## config.mk

```make
export PLATFORM = sky130hd
export DESIGN_NAME = alu_cmd_sequencer
export DESIGN_NICKNAME = d
export VERILOG_FILES = /design/src/rtl/alu_cmd_sequencer.sv
export SDC_FILE = /design/constraint.sdc
export NUM_CORES = 1
export LEC_CHECK = 0
export ABC_AREA = 1
export ABC_CLOCK_PERIOD_IN_PS = 1700
export BUFFER_PORTS_ARGS = -buffer_cell sky130_fd_sc_hd__buf_2
export CAP_MARGIN = 20
export CELL_PAD_IN_SITES_DETAIL_PLACEMENT = 0
export CELL_PAD_IN_SITES_GLOBAL_PLACEMENT = 1
export CORE_ASPECT_RATIO = 2
export CORE_MARGIN = 5
export CORE_UTILIZATION = 41
export CTS_BUF_LIST = sky130_fd_sc_hd__clkbuf_8
export DETAILED_ROUTE_END_ITERATION = 6
export PLACE_DENSITY_LB_ADDON = 0.1
export SYNTH_ARGS = -nofsm -noshare
export SYNTH_HDL_FRONTEND = slang
export SYNTH_SLANG_ARGS = --single-unit
```

## constraint.sdc

```tcl
create_clock -name clk -period 1.7 [get_ports clk]
set_input_delay 0.085 -clock clk [delete_from_list [all_inputs] [get_ports clk]]
set_output_delay 0.085 -clock clk [all_outputs]
set_load 0.05 [all_outputs]
```

## src/rtl/alu_cmd_sequencer.sv

```systemverilog
// alu_cmd_sequencer
// Issuing side of a small ALU operand/opcode interface. Commands {a,b,op}
// enter through a valid/ready port into a DEPTH-entry FIFO. They are issued
// one at a time on registered alu_* outputs to an external combinational ALU.
// The result is sampled after one settle cycle and is returned on a
// valid/ready response port. A counter tracks completed handoffs.
module alu_cmd_sequencer #(
   parameter int WIDTH = 4,
   parameter int DEPTH = 4,
   parameter int CNT_W = 8
) (
   input  logic             clk,
   input  logic             rst,
   // command channel
   input  logic             cmd_valid,
   output logic             cmd_ready,
   input  logic [WIDTH-1:0] cmd_a,
   input  logic [WIDTH-1:0] cmd_b,
   input  logic [1:0]       cmd_op,
   // ALU drive / sample
   output logic [WIDTH-1:0] alu_a,
   output logic [WIDTH-1:0] alu_b,
   output logic [1:0]       alu_opcode,
   input  logic [WIDTH-1:0] alu_result,
   // response channel
   output logic             rsp_valid,
   input  logic             rsp_ready,
   output logic [WIDTH-1:0] rsp_result,
   output logic [1:0]       rsp_op,
   output logic [CNT_W-1:0] ops_done
);

   // FIFO geometry: pointers wrap naturally because DEPTH is a power of two
   localparam int AW = (DEPTH > 1) ? $clog2(DEPTH) : 1;
   localparam int CW = $clog2(DEPTH + 1);
   localparam int EW = 2 * WIDTH + 2;
   localparam logic [CW-1:0] FULL_CNT = CW'(DEPTH);

   // FSM encoding
   localparam logic [1:0] ST_IDLE  = 2'd0;
   localparam logic [1:0] ST_DRIVE = 2'd1;
   localparam logic [1:0] ST_RESP  = 2'd2;

   // FIFO state
   logic [EW-1:0]    mem_q [DEPTH];
   logic [AW-1:0]    wr_ptr_q, wr_ptr_d;
   logic [AW-1:0]    rd_ptr_q, rd_ptr_d;
   logic [CW-1:0]    count_q,  count_d;

   // sequencer state
   logic [1:0]       state_q, state_d;
   logic [WIDTH-1:0] alu_a_q, alu_a_d;
   logic [WIDTH-1:0] alu_b_q, alu_b_d;
   logic [1:0]       alu_op_q, alu_op_d;
   logic             rsp_valid_q, rsp_valid_d;
   logic [WIDTH-1:0] rsp_result_q, rsp_result_d;
   logic [1:0]       rsp_op_q, rsp_op_d;
   logic [CNT_W-1:0] ops_done_q, ops_done_d;

   logic             full;
   logic             empty;
   logic             push;
   logic             pop;
   logic [EW-1:0]    head;

   // Ready depends only on registered occupancy. It is never opened by a
   // pop on the same edge, so cmd_ready has no combinational path from
   // rsp_ready.
   assign full      = (count_q == FULL_CNT);
   assign empty     = (count_q == '0);
   assign cmd_ready = !full;
   assign push      = cmd_valid && !full;
   assign head      = mem_q[rd_ptr_q];

   // Issue/response FSM: decides when to pop, load the ALU operands and
   // sample or release the response.
   always_comb begin
      state_d      = state_q;
      pop          = 1'b0;
      alu_a_d      = alu_a_q;
      alu_b_d      = alu_b_q;
      alu_op_d     = alu_op_q;
      rsp_valid_d  = rsp_valid_q;
      rsp_result_d = rsp_result_q;
      rsp_op_d     = rsp_op_q;
      ops_done_d   = ops_done_q;

      case (state_q)
         ST_IDLE: begin
            if (!empty) begin
               pop                           = 1'b1;
               {alu_a_d, alu_b_d, alu_op_d}  = head;
               state_d                       = ST_DRIVE;
            end
         end

         // operands have been stable for a full cycle; sample the ALU
         ST_DRIVE: begin
            rsp_result_d = alu_result;
            rsp_op_d     = alu_op_q;
            rsp_valid_d  = 1'b1;
            state_d      = ST_RESP;
         end

         ST_RESP: begin
            if (rsp_ready) begin
               ops_done_d  = ops_done_q + CNT_W'(1);
               rsp_valid_d = 1'b0;
               if (!empty) begin
                  pop                           = 1'b1;
                  {alu_a_d, alu_b_d, alu_op_d}  = head;
                  state_d                       = ST_DRIVE;
               end else begin
                  state_d = ST_IDLE;
               end
            end
         end

         default: begin
            state_d = ST_IDLE;
         end
      endcase
   end

   // FIFO pointer and occupancy update from the push/pop pair
   always_comb begin
      wr_ptr_d = wr_ptr_q;
      rd_ptr_d = rd_ptr_q;
      count_d  = count_q;
      if (push) begin
         wr_ptr_d = wr_ptr_q + AW'(1);
      end
      if (pop) begin
         rd_ptr_d = rd_ptr_q + AW'(1);
      end
      case ({push, pop})
         2'b10:   count_d = count_q + CW'(1);
         2'b01:   count_d = count_q - CW'(1);
         default: count_d = count_q;
      endcase
   end

   // FIFO storage: payload only, no reset needed since occupancy guards reads
   always_ff @(posedge clk) begin
      if (push) begin
         mem_q[wr_ptr_q] <= {cmd_a, cmd_b, cmd_op};
      end
   end

   // FIFO control registers
   always_ff @(posedge clk) begin
      if (rst) begin
         wr_ptr_q <= '0;
         rd_ptr_q <= '0;
         count_q  <= '0;
      end else begin
         wr_ptr_q <= wr_ptr_d;
         rd_ptr_q <= rd_ptr_d;
         count_q  <= count_d;
      end
   end

   // FSM, ALU drive, response and counter registers; all visibly reset to 0
   always_ff @(posedge clk) begin
      if (rst) begin
         state_q      <= ST_IDLE;
         alu_a_q      <= '0;
         alu_b_q      <= '0;
         alu_op_q     <= '0;
         rsp_valid_q  <= 1'b0;
         rsp_result_q <= '0;
         rsp_op_q     <= '0;
         ops_done_q   <= '0;
      end else begin
         state_q      <= state_d;
         alu_a_q      <= alu_a_d;
         alu_b_q      <= alu_b_d;
         alu_op_q     <= alu_op_d;
         rsp_valid_q  <= rsp_valid_d;
         rsp_result_q <= rsp_result_d;
         rsp_op_q     <= rsp_op_d;
         ops_done_q   <= ops_done_d;
      end
   end

   assign alu_a      = alu_a_q;
   assign alu_b      = alu_b_q;
   assign alu_opcode = alu_op_q;
   assign rsp_valid  = rsp_valid_q;
   assign rsp_result = rsp_result_q;
   assign rsp_op     = rsp_op_q;
   assign ops_done   = ops_done_q;

endmodule

```

==> results of run 1 <==
-- what timing repair did --
action / CTS / global route
endpoints found under the hold margin: 44 / 0
hold buffers: 14 / 0
gates resized for setup: 0 / 6
setup buffers: 0 / 7
setup endpoints to repair: 0 / 1
-- power groups by stage --
| stage | combinational, mW | sequential (mW) | clock, mW |
|---|---|---|---|
| after floorplan | 1.27 | 3.01 | 0 |
| after detailed placement | 2.33 | 2.51 | 0 |
| after global routing | 2.75 | 2.51 | 1.73 |
| after CTS | 2.36 | 2.47 | 1.65 |
| final | 2.44 | 2.47 | 1.60 |
| after global placement | 2.31 | 2.50 | 0 |
-- through the flow --
| stage | setup TNS [ns] | utilization | hold WS [ns] | cell area (µm²) |
|---|---|---|---|---|
| after detailed placement | 0 | 0.475 | 0.299 | 3450 |
| after CTS | 0 | 0.527 | 0.00137 | 3830 |
| final | 0 | 0.537 | 0.00641 | 3900 |
| after floorplan | 0 | - | 0.154 | 3090 |
| after global routing | -0.0451 | 0.537 | 0.00718 | 3900 |
| after global placement | 0 | 0.475 | 0.293 | 3450 |
-- layout make-up --
class / instances / share of cell area
clock inverters: 7 / 0.0295
clock buffers: 9 / 0.0317
inverters: 29 / 0.0285
well taps: 92 / 0.0295
repair buffers: 74 / 0.128
multi-input cells: 197 / 0.259
flip-flops and latches: 76 / 0.494
-- worst max-delay path: stages, from the launching register on --
cell and delay (ns):
dfxtp_2 0.37, inv_4 0.06, nand3_2 0.08, inv_2 0.05
nor2_4 0.11, ha_4 0.15, inv_2 0.04, fa_2 0.36
nand2_1 0.08, nand3_2 0.06, o21ai_1 0.14, a21oi_1 0.05
-- metal layers --
| layer | wire length [µm] | vias to the layer above | part of all wire |
|---|---|---|---|
| li1 | - | 1173 | - |
| met1 | 2410 | 1027 | 0.38 |
| met2 | 3460 | 37 | 0.55 |
| met3 | 268 | 10 | 0.043 |
| met4 | 117 | 0 | 0.019 |
| met5 | 0 | - | 0 |
-- cells in the mapped netlist --
| cell type | count | area share |
|---|---|---|
| a211oi_1 | 1 | 0.0025 |
| a21oi_1 | 12 | 0.020 |
| a21oi_2 | 1 | 0.0029 |
| buf_2 | 4 | 0.0066 |
| buf_6 | 2 | 0.0074 |
| clkbuf_1 | 3 | 0.0037 |
| dfxtp_1 | 36 | 0.24 |
| edfxtp_1 | 40 | 0.40 |
| fa_1 | 1 | 0.0066 |
| ha_1 | 6 | 0.025 |
| inv_1 | 25 | 0.031 |
| inv_2 | 4 | 0.0049 |
| nand2_1 | 27 | 0.033 |
| nand2_2 | 1 | 0.0021 |
| nand3_1 | 5 | 0.0082 |
| nand3_2 | 1 | 0.0033 |
| nand3_4 | 1 | 0.0058 |
| nand4_1 | 3 | 0.0062 |
| nor2_1 | 88 | 0.11 |
| nor2_2 | 1 | 0.0021 |
| nor2_4 | 1 | 0.0037 |
| o21a_1 | 1 | 0.0025 |
| o21ai_0 | 27 | 0.044 |
| o21ai_1 | 17 | 0.028 |
| o21ai_2 | 1 | 0.0029 |
| xor2_1 | 2 | 0.0058 |
-- worst max path at each step --
stage,slack (ns),end,startpoint,cells past startpoint
finish,0.06,count_q[2]$_SDFFE_PP0P_,count_q[0]$_SDFFE_PP0P_,11
global route,-0.05,count_q[2]$_SDFFE_PP0P_,count_q[0]$_SDFFE_PP0P_,12
CTS,0.01,count_q[2]$_SDFFE_PP0P_,count_q[2]$_SDFFE_PP0P_,12
detailed placement,0.04,count_q[2]$_SDFFE_PP0P_,count_q[2]$_SDFFE_PP0P_,12
global placement,0.06,count_q[2]$_SDFFE_PP0P_,count_q[2]$_SDFFE_PP0P_,12
floorplan,0.01,count_q[2]$_SDFFE_PP0P_,count_q[2]$_SDFFE_PP0P_,12
-- logic make-up (layout without fill, tap and decap cells) --
| logic type | Yosys count | count (layout) | share of synthesized area |
|---|---|---|---|
| XOR/XNOR | 2 | 2 | 0.00577 |
| adder cells (fa/ha/maj) | 7 | 7 | 0.0313 |
| flip-flops | 76 | 76 | 0.633 |
| AO/OA/AOI/OAI | 60 | 60 | 0.103 |
| AND/OR/NAND/NOR | 128 | 128 | 0.173 |
| buffers and inverters | 38 | 119 | 0.0536 |
-- flip-flops by register name, summed over array words and instances, names as in the netlist, named ones only --
signal      count
alu_opcode      2
count_q         3
rsp_op          2
mem_q          40
wr_ptr_q        2
rsp_result      4
state_q         2
rsp_valid       1
alu_b           4
ops_done        8
alu_a           4
rd_ptr_q        2
==> results_tabular.tex, run 1 <==
\begin{tabular}{lr}
\hline
Metric & Value \\
\hline
\multicolumn{2}{l}{\textbf{STA}} \\
Slew Limit Fails & 0 \\
Slew @ Worst Pin & 0.379 ns \\
Shortest clock period the worst path allows after layout & 1.64 ns \\
Clock skew after layout & 0.00547 ns \\
Number of endpoints with negative hold slack in the final report & 0 \\
Least setup slack across all paths after layout & 0.0626 ns \\
Setup-violating endpoint count in the final report & 0 \\
RSZ-0062 raised after global routing & true \\
Final critical-path share of the clock period & 0.963 \\
Worst relative slew slack & 0.747 \\
Fmax & 611 MHz \\
\multicolumn{2}{l}{\textbf{Outcome}} \\
Status & finished clean \\
\multicolumn{2}{l}{\textbf{Synth}} \\
Number of instances in the synthesized netlist & 311 \\
Total of warnings raised by yosys & 0 \\
Synth Net Count & 336 \\
Sequential area share after synthesis & 0.633 \\
Netlist area before placement & 0.00304 mm² \\
Flop and latch count out of synthesis & 76 \\
Avg Inst Size Synth & 9.76 µm² \\
Count of different cell masters after synthesis & 26 \\
\multicolumn{2}{l}{\textbf{Final layout}} \\
Area Overhead vs Synth & 28.5\% \\
Share of layout cells above drive strength 1 & 0.260 \\
Area taken by flip-flops and latches & 0.00193 mm² \\
Ant. Diodes & 0 \\
Fill cell instance count of the final layout & 698 \\
Commonest non-fill, non-tap cell in the layout & nor2\_1 \\
Top library cells by usage in the layout, fill and taps aside & nor2\_1 (88), buf\_2 (43), edfxtp\_1 (40) \\
Area taken by multi-input logic gates & 0.00101 mm² \\
Nets@finish & 412 \\
Number of non-filler instances in the completed layout & 484 \\
\multicolumn{2}{l}{\textbf{Routing}} \\
Detailed Route WL & 6260 µm \\
WL per Instance & 12.9 µm \\
Via-per-instance ratio & 4.64 \\
DRC & 0 \\
Total via count after detailed routing & 2247 \\
First-pass iteration count of the detailed router & 4 \\
Number of violations reported at the end of detailed-routing iteration 0 & 102 \\
Post-route ant nets & 0 \\
\multicolumn{2}{l}{\textbf{Floorplan}} \\
Number of primary I/O pins & 44 \\
Starting utilization of the core area & 0.418 \\
Floorplan die height & 132 µm \\
Standard cell core area & 0.00727 mm² \\
Width of the chip & 70.9 µm \\
Area of the die & 0.00933 mm² \\
Std-Cell Rows & 44 \\
\multicolumn{2}{l}{\textbf{GRT}} \\
First-pass GRT wire length & 10400 µm \\
Vias in the first global route & 2182 \\
Sum of overflow across all layers after global routing & 0 \\
Grt met3 use & 0.0428 \\
Largest net degree at the start of global routing & 21 \\
Routing layer with the top usage in global route & met2 \\
Met2 GRT Util & 0.258 \\
Antenna violations before repair & 0 \\
Total Routing Usage GR & 0.143 \\
Met1 routing resource usage after global routing & 0.150 \\
\multicolumn{2}{l}{\textbf{Clock tree}} \\
Clock H-tree levels & 3 \\
CTS tree & built \\
Bufs on Longest Clock Path & 2 \\
CTS clk-pin slew, worst paths & 0.08 ns \\
Clk Latency, worst-skew pair & 0.34 ns \\
Root Buffer & clkbuf\_8 \\
Number of buffers added by the clock tree synthesis step & 9 \\
TritonCTS sink count & 76 \\
\multicolumn{2}{l}{\textbf{Placed design}} \\
Setup slack after placement & 0.0355 ns \\
Hpwl dp & 4420 µm \\
Number of cells after detailed placement & 447 \\
Routability Congestion & 0.733 \\
Port Buffer Count & 43 \\
\multicolumn{2}{l}{\textbf{Power}} \\
Switching power share of the total & 0.381 \\
Leakage power & 1.64 nW \\
Internal cell power & 4.03 mW \\
Power density over cell area & 1670 mW/mm² \\
Power share of the sequential group & 0.379 \\
Post-route total power & 6.51 mW \\
Part of the total power dissipated in the clock network & 0.245 \\
Switching pwr & 2.48 mW \\
Worst vdd ir & 1120 µV \\
Logic pwr share & 0.375 \\
\multicolumn{2}{l}{\textbf{Setup path}} \\
End of the worst register-to-register path & count\_q[2]\$\_SDFFE\_PP0P\_ \\
Path type of the worst setup path & reg -> reg \\
Maximum fanout along the worst path & 3 \\
Nature of the critical path endpoint & flop \\
Worst EP arrival & 1.87 ns \\
Type of origin of the critical path & flop \\
Required time of the worst setup path & 1.93 ns \\
Reg-to-Reg Start & count\_q[0]\$\_SDFFE\_PP0P\_ \\
Setup slack of the worst register-to-register path & 0.06 ns \\
Reg2reg path depth & 11 \\
\multicolumn{2}{l}{\textbf{Hold path}} \\
Worst hold start & alu\_result[2] \\
Worst hold path stage count & 3 \\
Tightest Hold Check Type & in -> reg \\
Hold Path End & rsp\_result[2]\$\_SDFFE\_PP0P\_ \\
\multicolumn{2}{l}{\textbf{Run}} \\
Reported max-cap violation count & 0 \\
\hline
\end{tabular}
Power figures use the tool's default switching activity.
==> run 2: changes to the inputs <==
--- a/config.mk
+++ b/config.mk
@@ -9,12 +9,13 @@
 export ABC_CLOCK_PERIOD_IN_PS = 1700
 export BUFFER_PORTS_ARGS = -buffer_cell sky130_fd_sc_hd__buf_2
 export CAP_MARGIN = 20
-export CELL_PAD_IN_SITES_DETAIL_PLACEMENT = 0
-export CELL_PAD_IN_SITES_GLOBAL_PLACEMENT = 1
+export CELL_PAD_IN_SITES_DETAIL_PLACEMENT = 1
+export CELL_PAD_IN_SITES_GLOBAL_PLACEMENT = 2
 export CORE_ASPECT_RATIO = 2
 export CORE_MARGIN = 5
-export CORE_UTILIZATION = 41
+export CORE_UTILIZATION = 33
 export CTS_BUF_LIST = sky130_fd_sc_hd__clkbuf_8
+export CTS_CLUSTER_SIZE = 16
 export DETAILED_ROUTE_END_ITERATION = 6
 export PLACE_DENSITY_LB_ADDON = 0.1
 export SYNTH_ARGS = -nofsm -noshare
==> run 2 against run 1 <==
  * Die area is 21% higher
  * Global-route usage is 1.4 points lower
  * Register-to-register slack hardly changed
  * Combinational power hardly changed
  * Largest power group unchanged
  * Hold slack better by 0.0085 ns
  * Sequential share of layout area is 0.38 points higher
  * First-iteration DRC count is 44% lower
  * Setup slack better by 0.014 ns
==> results_tabular.tex, run 2 (synthesized netlist as in run 1, its figures left out) <==
\begin{tabular}{lr}
\hline
Metric & Value \\
\hline
\multicolumn{2}{l}{\textbf{Outcome}} \\
Status & finished clean (unchanged) \\
\multicolumn{2}{l}{\textbf{Setup path}} \\
Maximum fanout along the worst path & 3 (unchanged) \\
Worst-path cell chain & inv\_4, nand3\_4, inv\_2, nor2\_4, ha\_4, inv\_2, fa\_2, inv\_1, nand2\_1, nand3\_2, o21ai\_1, a21oi\_1 (was inv\_4, nand3\_2, inv\_2, nor2\_4, ha\_4, inv\_2, fa\_2, nand2\_1, nand3\_2, o21ai\_1, a21oi\_1) \\
Kind of cell adding the most delay to the critical path & adder cells (unchanged) \\
Cell repeated most along the worst path & inv\_2 \\
Critical path buffer and inverter count & 4 (was 3) \\
Type of origin of the critical path & flop (unchanged) \\
Nature of the critical path endpoint & flop (unchanged) \\
Worst EP arrival & 1.90 ns (was 1.87 ns) \\
Critical path's slowest cell & dfxtp\_2 (unchanged) \\
Required time of the worst setup path & 1.98 ns (was 1.93 ns) \\
Path type of the worst setup path & reg -> reg (unchanged) \\
End of the worst register-to-register path & count\_q[2]\$\_SDFFE\_PP0P\_ (unchanged) \\
Reg2reg path depth & 12 (was 11) \\
Maximum cell stage delay along the critical path & 0.36 ns (was 0.37 ns) \\
Setup slack of the worst register-to-register path & 0.08 ns (was 0.06 ns) \\
Reg-to-Reg Start & count\_q[0]\$\_SDFFE\_PP0P\_ (unchanged) \\
\multicolumn{2}{l}{\textbf{Final layout}} \\
Top library cells by usage in the layout, fill and taps aside & nor2\_1 (88), buf\_2 (43), edfxtp\_1 (40) (unchanged) \\
Nets@finish & 408 (was 412) \\
Number of non-filler instances in the completed layout & 490 (was 484) \\
Share of layout cells above drive strength 1 & 0.250 (was 0.260) \\
Largest register FFs & 40 (unchanged) \\
Register containing the most flip-flops in the final layout & mem\_q (unchanged) \\
Ant. Diodes & 0 (unchanged) \\
Area Overhead vs Synth & 27.5\% (was 28.5\%) \\
Commonest non-fill, non-tap cell in the layout & nor2\_1 (unchanged) \\
\multicolumn{2}{l}{\textbf{STA}} \\
Final critical-path share of the clock period & 0.955 (was 0.963) \\
Worst relative slew slack & 0.717 (was 0.747) \\
Slew Limit Fails & 0 (unchanged) \\
Shortest clock period the worst path allows after layout & 1.62 ns (was 1.64 ns) \\
Slew @ Worst Pin & 0.425 ns (was 0.379 ns) \\
Clock skew after layout & 0.00896 ns (was 0.00547 ns) \\
RSZ-0062 raised after global routing & true (unchanged) \\
Number of endpoints with negative hold slack in the final report & 0 (unchanged) \\
Setup-violating endpoint count in the final report & 0 (unchanged) \\
Fmax & 616 MHz (was 611 MHz) \\
\multicolumn{2}{l}{\textbf{GRT}} \\
Vias in the first global route & 2365 (was 2182) \\
Antenna violations before repair & 0 (unchanged) \\
Sum of overflow across all layers after global routing & 0 (unchanged) \\
Total Routing Usage GR & 0.128 (was 0.143) \\
First-pass GRT wire length & 11300 µm (was 10400 µm) \\
Largest net degree at the start of global routing & 22 (was 21) \\
\multicolumn{2}{l}{\textbf{Clock tree}} \\
Clk Latency, worst-skew pair & 0.34 ns (about the same) \\
Bufs on Longest Clock Path & 2 (unchanged) \\
Clock H-tree levels & 3 (unchanged) \\
TritonCTS sink count & 76 (unchanged) \\
Number of buffers added by the clock tree synthesis step & 9 (unchanged) \\
CTS tree & built (unchanged) \\
CTS clk-pin slew, worst paths & 0.08 ns (about the same) \\
Root Buffer & clkbuf\_8 (unchanged) \\
\multicolumn{2}{l}{\textbf{Hold path}} \\
Tightest Hold Check Type & in -> reg (unchanged) \\
Hold Path End & ops\_done[0]\$\_SDFFE\_PP0P\_ (was rsp\_result[2]\$\_SDFFE\_PP0P\_) \\
Worst hold path stage count & 2 (was 3) \\
Worst hold start & rst (was alu\_result[2]) \\
\multicolumn{2}{l}{\textbf{Floorplan}} \\
Std-Cell Rows & 49 (was 44) \\
Number of primary I/O pins & 44 (unchanged) \\
Floorplan die height & 146 µm (was 132 µm) \\
Starting utilization of the core area & 0.337 (was 0.418) \\
Area of the die & 0.0113 mm² (was 0.00933 mm²) \\
Standard cell core area & 0.00901 mm² (was 0.00727 mm²) \\
Width of the chip & 77.8 µm (was 70.9 µm) \\
\multicolumn{2}{l}{\textbf{Routing}} \\
DRC & 0 (unchanged) \\
Via-per-instance ratio & 4.73 (was 4.64) \\
Number of violations reported at the end of detailed-routing iteration 0 & 57 (was 102) \\
Total via count after detailed routing & 2316 (was 2247) \\
Post-route ant nets & 0 (unchanged) \\
Detailed Route WL & 6830 µm (was 6260 µm) \\
WL per Instance & 13.9 µm (was 12.9 µm) \\
First-pass iteration count of the detailed router & 4 (unchanged) \\
\multicolumn{2}{l}{\textbf{Power}} \\
Power density over cell area & 1680 mW/mm² (was 1670 mW/mm²) \\
Leakage power & 1.62 nW (was 1.64 nW) \\
Post-route total power & 6.50 mW (was 6.51 mW) \\
Worst vdd ir & 744 µV (was 1120 µV) \\
\multicolumn{2}{l}{\textbf{Placed design}} \\
Port Buffer Count & 43 (unchanged) \\
Number of cells after detailed placement & 457 (was 447) \\
Routability Congestion & 0.672 (was 0.733) \\
Hpwl dp & 5010 µm (was 4420 µm) \\
\multicolumn{2}{l}{\textbf{Run}} \\
Reported max-cap violation count & 0 (unchanged) \\
\hline
\end{tabular}
## run 2: area by class of cell
type	instances	area (µm²)
Multi-Input combinational cell	197	1010
Sequential cell	76	1930
Clock inverter	7	115
Fill cell	1028	5140
Inverter	29	114
Clock buffer	9	124
Timing Repair Buffer	70	453
Tap cell	102	128
## run 2: worst max path at each step
stage	from	to	slack (ns)	cells after the start
6_report	count_q[0]$_SDFFE_PP0P_	count_q[2]$_SDFFE_PP0P_	0.08	12
5_1_grt	count_q[0]$_SDFFE_PP0P_	count_q[2]$_SDFFE_PP0P_	-0.03	11
4_1_cts	count_q[0]$_SDFFE_PP0P_	count_q[2]$_SDFFE_PP0P_	0.005	12
3_5_place_dp	count_q[2]$_SDFFE_PP0P_	count_q[2]$_SDFFE_PP0P_	0.002	12
3_3_place_gp	count_q[2]$_SDFFE_PP0P_	count_q[2]$_SDFFE_PP0P_	0.06	12
2_1_floorplan	count_q[2]$_SDFFE_PP0P_	count_q[2]$_SDFFE_PP0P_	0.01	12
## run 2: metal layers
layer	global-route usage	part of all wire	vias up
li1	-	-	1168
met1	0.126	0.36	1099
met2	0.242	0.58	39
met3	0.0341	0.046	10
met4	0.0542	0.019	0
met5	0	0	-
## run 2: through the flow
step | cell area (µm²) | util | hold slack [ns] | TNS, ns | worst slack [ns]
floorplan | 3090 | - | 0.154 | 0 | 0.0137
global placement | 3450 | 0.383 | 0.294 | 0 | 0.0552
detailed placement | 3450 | 0.383 | 0.299 | 0 | 0.00215
CTS | 3840 | 0.426 | 0.00173 | 0 | 0.00465
global route | 3870 | 0.430 | 0.00663 | -0.0318 | -0.0318
finish | 3870 | 0.430 | 0.0149 | 0 | 0.0769
## run 2: timing repair
action                                 4_1_cts  5_1_grt
pin swaps                                    1        6
setup buffers                                1        2
resized for setup                            1        5
endpoints found under the hold margin       44        0
hold buffers                                14        0
setup endpoints to repair                    1        1
gates cloned                                 0        0
## run 2: report_power, final
part / internal, mW / switching (mW) / total (mW)
Clock: 0.968 / 0.641 / 1.61
Combinational: 0.731 / 1.69 / 2.42
Sequential: 2.29 / 0.177 / 2.47
Total: 3.99 / 2.51 / 6.50
==> run 3: changes to the inputs <==
--- a/config.mk
+++ b/config.mk
@@ -5,7 +5,6 @@
 export SDC_FILE = /design/constraint.sdc
 export NUM_CORES = 1
 export LEC_CHECK = 0
-export ABC_AREA = 1
 export ABC_CLOCK_PERIOD_IN_PS = 1700
 export BUFFER_PORTS_ARGS = -buffer_cell sky130_fd_sc_hd__buf_2
 export CAP_MARGIN = 20
@@ -13,7 +12,7 @@
 export CELL_PAD_IN_SITES_GLOBAL_PLACEMENT = 2
 export CORE_ASPECT_RATIO = 2
 export CORE_MARGIN = 5
-export CORE_UTILIZATION = 33
+export CORE_UTILIZATION = 37
 export CTS_BUF_LIST = sky130_fd_sc_hd__clkbuf_8
 export CTS_CLUSTER_SIZE = 16
 export DETAILED_ROUTE_END_ITERATION = 6
==> run 3 against run 2 <==
  * The flow now finishes with violations (setup timing)
  * Count of clock-buffer cells in the layout unchanged
  * Via count down 15%
  * Hold slack better by 0.057 ns
  * Cell count down 19%
  * Largest power group unchanged
  * Clock power down 9%
  * Sequential share of layout area up 0.26 points
  * Final area down 0.58%
  * Setup slack worse by 0.33 ns
  * Die area down 12%
  * Sequential cell count unchanged
  * Critical endpoint unchanged
==> results_tabular.tex, run 3 <==
\begin{tabular}{lr}
\hline
Metric & Value \\
\hline
\multicolumn{2}{l}{\textbf{STA}} \\
Number of endpoints with negative hold slack in the final report & 0 (unchanged) \\
RSZ-0062 raised after global routing & true (unchanged) \\
Slew @ Worst Pin & 0.806 ns (was 0.425 ns) \\
Setup TNS after final layout & -0.385 ns (was 0 ns) \\
Slew Limit Fails & 0 (unchanged) \\
Shortest clock period the worst path allows after layout & 1.95 ns (was 1.62 ns) \\
Setup-violating endpoint count in the final report & 5 (was 0) \\
Clock skew after layout & 0.0105 ns (was 0.00896 ns) \\
Final critical-path share of the clock period & 1.15 (was 0.955) \\
Worst hold margin & 0.0720 ns (was 0.0149 ns) \\
Least setup slack across all paths after layout & -0.254 ns (was 0.0769 ns) \\
Fmax & 512 MHz (was 616 MHz) \\
Worst relative slew slack & 0.458 (was 0.717) \\
\multicolumn{2}{l}{\textbf{Floorplan}} \\
Width of the chip & 73.2 µm (was 77.8 µm) \\
Number of primary I/O pins & 44 (unchanged) \\
Starting utilization of the core area & 0.375 (was 0.337) \\
Floorplan die height & 136 µm (was 146 µm) \\
Std-Cell Rows & 46 (was 49) \\
Area of the die & 0.00998 mm² (was 0.0113 mm²) \\
Standard cell core area & 0.00789 mm² (was 0.00901 mm²) \\
\multicolumn{2}{l}{\textbf{Routing}} \\
Detailed Route WL & 6390 µm (was 6830 µm) \\
WL per Instance & 16.2 µm (was 13.9 µm) \\
Via-per-instance ratio & 4.99 (was 4.73) \\
Post-route ant nets & 0 (unchanged) \\
First-pass iteration count of the detailed router & 4 (unchanged) \\
Total via count after detailed routing & 1971 (was 2316) \\
DRC & 0 (unchanged) \\
Number of violations reported at the end of detailed-routing iteration 0 & 66 (was 57) \\
\multicolumn{2}{l}{\textbf{Synth}} \\
Synth top area cells & edfxtp\_1 (41\%), dfxtp\_1 (24\%), mux4\_2 (7.6\%) (was edfxtp\_1 (40\%), dfxtp\_1 (24\%), nor2\_1 (11\%)) \\
Synth async-reset ratio & 0 (unchanged) \\
Avg Inst Size Synth & 13.8 µm² (was 9.76 µm²) \\
Number of flops mapped to enable cells by yosys & 40 (unchanged) \\
Synth Net Count & 239 (was 336) \\
Post-synth top flop & edfxtp\_1 (unchanged) \\
Leading cell types by count after synthesis & edfxtp\_1 (40), dfxtp\_1 (36), a21oi\_1 (18) (was nor2\_1 (88), edfxtp\_1 (40), dfxtp\_1 (36)) \\
Area share of the leading cell type in the synthesized netlist & 0.406 (was 0.396) \\
Count of different cell masters after synthesis & 34 (was 26) \\
Compound-cell area share of the yosys netlist & 0.0813 (was 0.103) \\
Basic-gate share of the synthesized area counting and, or, nand and nor cells & 0.117 (was 0.173) \\
Synthesized-area fraction occupied by adder cells & 0.0322 (was 0.0313) \\
Synth Area in XOR/XNOR & 0.0119 (was 0.00577) \\
Sequential area share after synthesis & 0.650 (was 0.633) \\
Number of instances in the synthesized netlist & 214 (was 311) \\
Netlist area before placement & 0.00296 mm² (was 0.00304 mm²) \\
Multiplexer share of the synthesized area & 0.0834 (was 0) \\
Largest area contributor in the synthesized netlist & edfxtp\_1 (unchanged) \\
Combinational family with the most area after synthesis & simple AND/OR/NAND/NOR gates (unchanged) \\
Total of warnings raised by yosys & 0 (unchanged) \\
Library cell with the highest instance count after synthesis & edfxtp\_1 (was nor2\_1) \\
Flop and latch count out of synthesis & 76 (unchanged) \\
\multicolumn{2}{l}{\textbf{Final layout}} \\
Share of layout cells above drive strength 1 & 0.351 (was 0.250) \\
Post-route core utilization & 0.488 (was 0.430) \\
Register containing the most flip-flops in the final layout & mem\_q (unchanged) \\
Top library cells by usage in the layout, fill and taps aside & buf\_2 (43), edfxtp\_1 (40), dfxtp\_1 (33) (was nor2\_1 (88), buf\_2 (43), edfxtp\_1 (40)) \\
Design area & 0.00385 mm² (was 0.00387 mm²) \\
Largest register FFs & 40 (unchanged) \\
Ant. Diodes & 0 (unchanged) \\
Area taken by flip-flops and latches & 0.00193 mm² (about the same) \\
Commonest non-fill, non-tap cell in the layout & buf\_2 (was nor2\_1) \\
Area taken by multi-input logic gates & 993 µm² (was 0.00101 mm²) \\
Nets@finish & 319 (was 408) \\
Fill cell instance count of the final layout & 825 (was 1028) \\
Number of non-filler instances in the completed layout & 395 (was 490) \\
Area Overhead vs Synth & 30.3\% (was 27.5\%) \\
\multicolumn{2}{l}{\textbf{Clock tree}} \\
CTS tree & built (unchanged) \\
Number of buffers added by the clock tree synthesis step & 9 (unchanged) \\
TritonCTS sink count & 76 (unchanged) \\
Bufs on Longest Clock Path & 2 (unchanged) \\
CTS clk-pin slew, worst paths & 0.08 ns (about the same) \\
Clk Latency, worst-skew pair & 0.36 ns (was 0.34 ns) \\
Root Buffer & clkbuf\_8 (unchanged) \\
Clock H-tree levels & 3 (unchanged) \\
\multicolumn{2}{l}{\textbf{Setup path}} \\
Required time of the worst setup path & 1.99 ns (was 1.98 ns) \\
Worst EP arrival & 2.24 ns (was 1.90 ns) \\
Worst-path cell chain & or3b\_4, nand2\_4, ha\_4, inv\_2, fa\_2, xor2\_1, or3\_1, a21oi\_1 (was inv\_4, nand3\_4, inv\_2, nor2\_4, ha\_4, inv\_2, fa\_2, inv\_1, nand2\_1, nand3\_2, o21ai\_1, a21oi\_1) \\
Critical path's slowest cell & or3b\_4 (was dfxtp\_2) \\
Maximum cell stage delay along the critical path & 0.41 ns (was 0.36 ns) \\
Kind of cell adding the most delay to the critical path & simple AND/OR/NAND/NOR gates (was adder cells) \\
Maximum fanout along the worst path & 3 (unchanged) \\
Path type of the worst setup path & reg -> reg (unchanged) \\
Type of origin of the critical path & flop (unchanged) \\
Nature of the critical path endpoint & flop (unchanged) \\
Critical path buffer and inverter count & 1 (was 4) \\
\multicolumn{2}{l}{\textbf{GRT}} \\
First-pass GRT wire length & 10400 µm (was 11300 µm) \\
Vias in the first global route & 2137 (was 2365) \\
Largest net degree at the start of global routing & 36 (was 22) \\
Total Routing Usage GR & 0.143 (was 0.128) \\
Sum of overflow across all layers after global routing & 0 (unchanged) \\
Antenna violations before repair & 0 (unchanged) \\
\multicolumn{2}{l}{\textbf{Hold path}} \\
Tightest Hold Check Type & in -> reg (unchanged) \\
\multicolumn{2}{l}{\textbf{Placed design}} \\
Number of cells after detailed placement & 362 (was 457) \\
Port Buffer Count & 43 (unchanged) \\
Routability Congestion & 0.698 (was 0.672) \\
Hpwl dp & 4470 µm (was 5010 µm) \\
Cell area after placement & 0.00346 mm² (was 0.00345 mm²) \\
\multicolumn{2}{l}{\textbf{Run}} \\
Reported max-cap violation count & 0 (unchanged) \\
\multicolumn{2}{l}{\textbf{Outcome}} \\
Status & complete, but fails checks (was finished clean) \\
Violated checks & setup timing \\
\multicolumn{2}{l}{\textbf{Power}} \\
Worst vdd ir & 794 µV (was 744 µV) \\
Leakage power & 1.48 nW (was 1.62 nW) \\
Power density over cell area & 1590 mW/mm² (was 1680 mW/mm²) \\
\hline
\end{tabular}
## run 3: changes by cell type after synthesis, moves of 10 or more
cell,change
o21ai_1,-17
o21ai_0,-22
inv_1,-20
nand2b_1,+11
o2bb2ai_1,+10
nand2_1,-12
mux4_2,+10
nor2_1,-80
## run 3: metrics by stage
| stage | setup slack [ns] | power [mW] |
|---|---|---|
| 3_5_place_dp | -0.278 | 4.63 |
| 4_1_cts | -0.255 | 6.19 |
| 6_report | -0.254 | 6.12 |
| 5_1_grt | -0.345 | 6.50 |
| 2_1_floorplan | -0.358 | 3.92 |
| 3_3_place_gp | -0.252 | 4.61 |
## run 3: logic make-up after synthesis
family	after synthesis
AO/OA/AOI/OAI	38
multiplexers	12
AND/OR/NAND/NOR	61
adder cells (fa/ha/maj)	7
XOR/XNOR	4
flip-flops	76
buffers and inverters	16
## run 3: area by class of cell
cell class	count	share of cell area
inverter	5	0.00487
clock buffer	9	0.0322
sequential	76	0.500
multi-input combinational	122	0.258
tap	96	0.0312
timing repair buffer	80	0.150
clock inverter	7	0.0234
## run 3: layer usage
metal / GRT usage / routed length, µm / up-vias / share of wire
met5: 0 / 0 / - / 0
met4: 0.0616 / 114 / 0 / 0.018
met3: 0.0481 / 310 / 7 / 0.049
met2: 0.263 / 3620 / 41 / 0.57
met1: 0.140 / 2340 / 969 / 0.37
li1: - / - / 954 / -
## run 3: path summary, 6_finish.rpt
check,startpoint,endpoint,slack (ns),depth (start not counted)
setup / recovery,count_q[0]$_SDFFE_PP0P_,count_q[2]$_SDFFE_PP0P_,-0.25,8
hold / removal,cmd_valid,wr_ptr_q[1]$_SDFFE_PP0P_,0.07,3
setup reg to reg,count_q[0]$_SDFFE_PP0P_,count_q[2]$_SDFFE_PP0P_,-0.25,8
hold reg to reg,rsp_result[1]$_SDFFE_PP0P_,rsp_result[1]$_SDFFE_PP0P_,0.46,2
## run 3: power by group
part | switching [mW] | internal [mW] | leakage, nW
combinational | 1.35 | 0.895 | 0.709
sequential | 0.151 | 2.25 | 0.662
clock | 0.753 | 0.718 | 0.110
total | 2.25 | 3.87 | 1.48
## run 3: worst reg2reg max path, delay by kind of cell (launching register included)
family          cells  cell delay [ns]
flops               1             0.34
fa+ha+maj           2             0.45
compound gates      1             0.11
xor+xnor            1             0.15
simple gates        3             0.80
buf+inv             1             0.03
## run 3: repair_timing
action	4_1_cts	5_1_grt
pin swaps	1	0
hold buffers	14	0
resized for setup	3	2
setup endpoints to repair	8	9
endpoints found under the hold margin	44	0
setup buffers	2	1
